$ cat config.mk
export PLATFORM = sky130hd
export DESIGN_NAME = dmem_io_arbiter
export DESIGN_NICKNAME = d
export VERILOG_FILES = /design/src/rtl/dmem_io_arbiter.sv
export SDC_FILE = /design/constraint.sdc
export NUM_CORES = 1
export LEC_CHECK = 0
export CORE_MARGIN = 2
export CORE_UTILIZATION = 34
export CTS_BUF_LIST = sky130_fd_sc_hd__clkbuf_8
export DETAILED_ROUTE_END_ITERATION = 12
export GPL_TIMING_DRIVEN = 1
export PLACE_DENSITY = 0.94
export SKIP_LAST_GASP = 1
export SYNTH_ARGS = -nofsm -noshare
export SYNTH_HDL_FRONTEND = slang
export SYNTH_SLANG_ARGS = --single-unit
$ cat constraint.sdc
create_clock -name clk -period 3.35 [get_ports clk]
set_clock_uncertainty 0.1 [all_clocks]
set_input_delay 1.005 -clock clk [delete_from_list [all_inputs] [get_ports clk]]
set_output_delay 1.005 -clock clk [all_outputs]
set_load 0.01 [all_outputs]
$ cat src/rtl/dmem_io_arbiter.sv
// Data-memory / IO arbiter: shares one sync RAM between CPU and loader,
// decodes LED/switch IO. Optional macro: DMEM_ARB_ROUND_ROBIN_EN.
//
// Ports:
//   clk, rst (sync, active-high)
//   cpu_req/we/addr/wdata -> cpu_gnt, cpu_rvalid, cpu_rdata
//   ldr_req/addr/wdata    -> ldr_gnt (write-only loader)
//   mem_en/we/addr/wdata, mem_rdata (1-cycle read RAM)
//   sw_in (switches), led_out (registered LEDs)
module dmem_io_arbiter (
  input  logic        clk,
  input  logic        rst,
  input  logic        cpu_req,
  input  logic        cpu_we,
  input  logic [31:0] cpu_addr,
  input  logic [31:0] cpu_wdata,
  output logic        cpu_gnt,
  output logic        cpu_rvalid,
  output logic [31:0] cpu_rdata,
  input  logic        ldr_req,
  input  logic [13:0] ldr_addr,
  input  logic [31:0] ldr_wdata,
  output logic        ldr_gnt,
  output logic        mem_en,
  output logic        mem_we,
  output logic [13:0] mem_addr,
  output logic [31:0] mem_wdata,
  input  logic [31:0] mem_rdata,
  input  logic [15:0] sw_in,
  output logic [15:0] led_out
);

  localparam logic [31:0] LED_ADDR = 32'hFFFF_FC60;
  localparam logic [31:0] SW_ADDR  = 32'hFFFF_FC62;

  typedef enum logic {IDLE, RD_WAIT} state_t;

  state_t      state;
  logic        rd_io;
  logic [31:0] io_q;
  logic [31:0] rdata_q;
  logic        cpu_is_io;
  logic        cpu_wins;
  logic        idle_ok;

  assign cpu_is_io = (cpu_addr[31:10] == 22'h3FFFFF);
  assign idle_ok   = (state == IDLE) && !rst;

`ifdef DMEM_ARB_ROUND_ROBIN_EN
  // last_grant: 1 = loader won last, so the CPU goes next
  logic last_grant;
  assign cpu_wins = !ldr_req || last_grant;
`else
  assign cpu_wins = !ldr_req;
`endif

  assign cpu_gnt = idle_ok && cpu_req && cpu_wins;
  assign ldr_gnt = idle_ok && ldr_req && !cpu_gnt;

  always_comb begin
    mem_en    = 1'b0;
    mem_we    = 1'b0;
    mem_addr  = '0;
    mem_wdata = '0;
    if (ldr_gnt) begin
      mem_en    = 1'b1;
      mem_we    = 1'b1;
      mem_addr  = ldr_addr;
      mem_wdata = ldr_wdata;
    end else if (cpu_gnt && !cpu_is_io) begin
      mem_en    = 1'b1;
      mem_we    = cpu_we;
      mem_addr  = cpu_addr[15:2];
      mem_wdata = cpu_we ? cpu_wdata : '0;
    end
  end

  // RAM data is only valid in RD_WAIT, so it is passed through there
  // and latched into rdata_q to hold until the next response.
  assign cpu_rvalid = (state == RD_WAIT) && !rst;
  assign cpu_rdata  = (state == RD_WAIT)
                    ? (rd_io ? io_q : mem_rdata)
                    : rdata_q;

  always_ff @(posedge clk) begin
    if (rst) begin
      state   <= IDLE;
      led_out <= '0;
      rdata_q <= '0;
      io_q    <= '0;
      rd_io   <= 1'b0;
`ifdef DMEM_ARB_ROUND_ROBIN_EN
      last_grant <= 1'b1;
`endif
    end else begin
      unique case (state)
        IDLE: begin
          if (cpu_gnt) begin
            if (cpu_is_io && cpu_we && cpu_addr == LED_ADDR)
              led_out <= cpu_wdata[15:0];
            if (!cpu_we) begin
              state <= RD_WAIT;
              rd_io <= cpu_is_io;
              io_q  <= (cpu_is_io && cpu_addr == SW_ADDR)
                     ? {16'b0, sw_in} : '0;
            end
          end
        end
        RD_WAIT: begin
          rdata_q <= cpu_rdata;
          state   <= IDLE;
        end
        default: state <= IDLE;
      endcase
`ifdef DMEM_ARB_ROUND_ROBIN_EN
      if (cpu_gnt)
        last_grant <= 1'b0;
      else if (ldr_gnt)
        last_grant <= 1'b1;
`endif
    end
  end

endmodule
==> metrics.csv <==
stage,metric,value,unit
status,status,"complete, but fails checks",
status,violations,setup timing,
worst_setup_path,path_cells,clkbuf_2 > nand4_1 > nor4_2 > buf_4 > a21oi_4 > buf_12 > buf_12 > buf_8 > buf_12 > a22o_1 > buf_2,
timing,hold-worst-slack,0.379,ns
global_routing,grt_util_all_layers,29.3,%
die,die_area,10500,um^2
die,num_rows,35,
pwr,vdd_drop_max,0.294,mV
global_routing,grt_overflow,0,
yosys,synthCells,365,
detailed_routing,drc,0,
worst_setup_path,crit_path_end_kind,output port,
detailed_routing,antenna_left,0,
yosys,synth_edf_count,0,
global_routing,grt.met3_usage,8.28,%
yosys,synth-async-reset-ratio,0,%
final_layout,fin_area,6880,um^2
worst_setup_path,required,2.24,ns
global_routing,grt-busiest-layer,met2,
global_routing,use_met1,32.8,%
clock_network,clk_pin_slew,0.07,ns
placed_design,dpl_worst_slack,-0.956,ns
final_layout,drive_gt1_share,25.8,%
clock_network,clock_tree.root_cell,clkbuf_8,
detailed_routing,dr.first_iter.drc_count,150,
die,die_w,102,um
die,core_area,9330,um^2
final_layout,num_antenna_cells,0,
worst_setup_path,slowest_delay,0.28,ns
die,io_pins,262,
clock_network,clkSinkCount,66,
yosys,yosysWarnings,0,
timing,rsz0062_at_grt,true,
job,maxCapViolCount,0,
global_routing,grt_pass1_vias,4227,
global_routing,grt_max_degree,69,
final_layout,fin_nets,839,
yosys,synth-seq-cells,66,
clock_network,clock_path_buffers,2,
timing,hold_viol_final,0,
worst_setup_path,crit_fanout,4,
yosys,yosysSeqAreaShare,40.1,%
worst_setup_path,cp-start-kind,input port,
timing,tightest_slew,1.25,ns
detailed_routing,drt_wl_total,16.6,mm
timing,setup_viol,49,
clock_network,htree_levels,3,
timing,fin_ws,-0.374,ns
final_layout,area_delta_synth_final,109,%
placed_design,hpwl,10.2,mm
pwr,power.density,301,nW/um^2
pwr,p_leak,2.96,nW
timing,period_minus_slack,3.72,ns
yosys,synth_ff_type,dfxtp_1,
detailed_routing,vias,4186,
global_routing,antenna_found_initial,1,
clock_network,cts_tree,done,
worst_setup_path,cp_common_cell,buf_12,
yosys,synth_fp_nets,528,
timing,fmax,269,MHz
timing,drv_slew,0,
detailed_routing,first_pass_iters,5,
final_layout,final_common_cell,clkdlybuf4s50_1,
yosys,synth_cell_types,29,
worst_setup_path,crit_type,input port to output port,
worst_setup_path,worstPathArrival,2.62,ns
die,fp.dieH,102,um
placed_design,place_congestion,0.897,
detailed_routing,avgRoutedWirePerCell,20.5,um
global_routing,grt_pass1_wl,22.8,mm
timing,fin_crit_sh,111,%
die,start_util,35.3,%
clock_network,cts_buffers,9,
yosys,synth_area,3290,um^2
placed_design,place_area,6140,um^2
timing,maxSlewHeadroom,16.5,%
worst_setup_path,cp_slowest_cell,nor4_2,
global_routing,globalRouteMet2Util,51.3,%
final_layout,layout_common_cells,"165 x clkdlybuf4s50_1, 65 x dfxtp_1, 61 x a22o_1",
yosys,syn_area_per_cell,9.02,um^2
placed_design,port_buffers,261,
worst_hold_path,hold_path_class,register to register,
detailed_routing,via_per_inst,5.17,
clock_network,clock_latency,0.33,ns
-- routing by layer --
metal | wire length, um | vias up
met3 | 1430 | 47
met5 | 15 | -
met4 | 539 | 2
met1 | 6460 | 1984
met2 | 8170 | 229
li1 | - | 1924
-- worst max-delay path: cells and delay by family --
family	cells	cell delay [ns]
buffers and inverters	7	0.88
AOI/OAI and AO/OA	2	0.27
and+or+nand+nor	2	0.45
-- cell families (layout without fill, tap and decap cells) --
kind of cell | after synthesis | in the layout | share of synthesized area [%]
mux | 32 | 32 | 9.73
flops | 66 | 66 | 40.1
compound gates | 97 | 98 | 21.9
buf+inv | 45 | 360 | 5.43
simple gates | 125 | 125 | 22.8
-- synthesized netlist by cell type (3+ instances only) --
master	count	area, um^2
clkbuf_1	23	86.3
nand4_1	4	25.0
buf_1	3	11.3
inv_1	16	60.1
nand2b_1	33	206
o21ai_1	4	20.0
a21oi_1	18	90.1
mux2i_1	32	320
nand2_1	20	75.1
o21ai_0	12	60.1
dfxtp_1	66	1320
a22o_1	62	543
nor2b_1	35	219
nor2_1	17	63.8
-- worst paths after layout --
kind / depth (start not counted) / slack [ns] / to / startpoint
setup / recovery: 11 / -0.37 / mem_wdata[6] / cpu_addr[25]
hold / removal: 2 / 0.38 / led_out[2] / led_out[2]
setup reg to reg: 6 / 1.07 / io_q[13] / state
hold reg to reg: 2 / 0.38 / led_out[2] / led_out[2]
-- what timing repair did --
item,in CTS,in global routing
pin swaps,26,25
hold buffers,0,0
gates resized for setup,311,44
buffers inserted,49,9
gates cloned,6,2
endpoints found under the setup margin,83,98
-- where the power goes --
part           total [mW]  internal [mW]  switching, mW  leakage, nW
Sequential          0.799          0.794        0.00426        0.534
Combinational       0.509          0.316          0.193         2.31
Clock               0.765          0.441          0.324        0.117
Total                2.07           1.55          0.521         2.96
-- area by class of cell --
class                           count  area (um^2)
Clock buffer                       10          138
Clock inverter                      6         87.6
Fill cell                         622         2450
Inverter                           16         60.1
Multi-Input combinational cell    255         1910
Sequential cell                    66         1330
Tap cell                          129          161
Timing Repair Buffer              328         3200
-- state kept, by name, indices dropped and copies added (netlist names) --
name and cells:
io_q 16, rd_io 1, led_out 16, state 1, rdata_q 32
-- stage by stage --
| stage | utilization (%) | std cells | total power [mW] | TNS [ns] |
|---|---|---|---|---|
| floorplan | - | 365 | 0.952 | -0.761 |
| global placement | 65.8 | 744 | 1.28 | -39.80 |
| detailed placement | 65.8 | 744 | 1.29 | -42.37 |
| CTS | 72.1 | 804 | 2.06 | -14.03 |
| global route | 73.8 | 810 | 2.16 | -11.58 |
| finish | 73.8 | 810 | 2.07 | -9.41 |
Note: power is estimated with default switching activity, not from simulation.
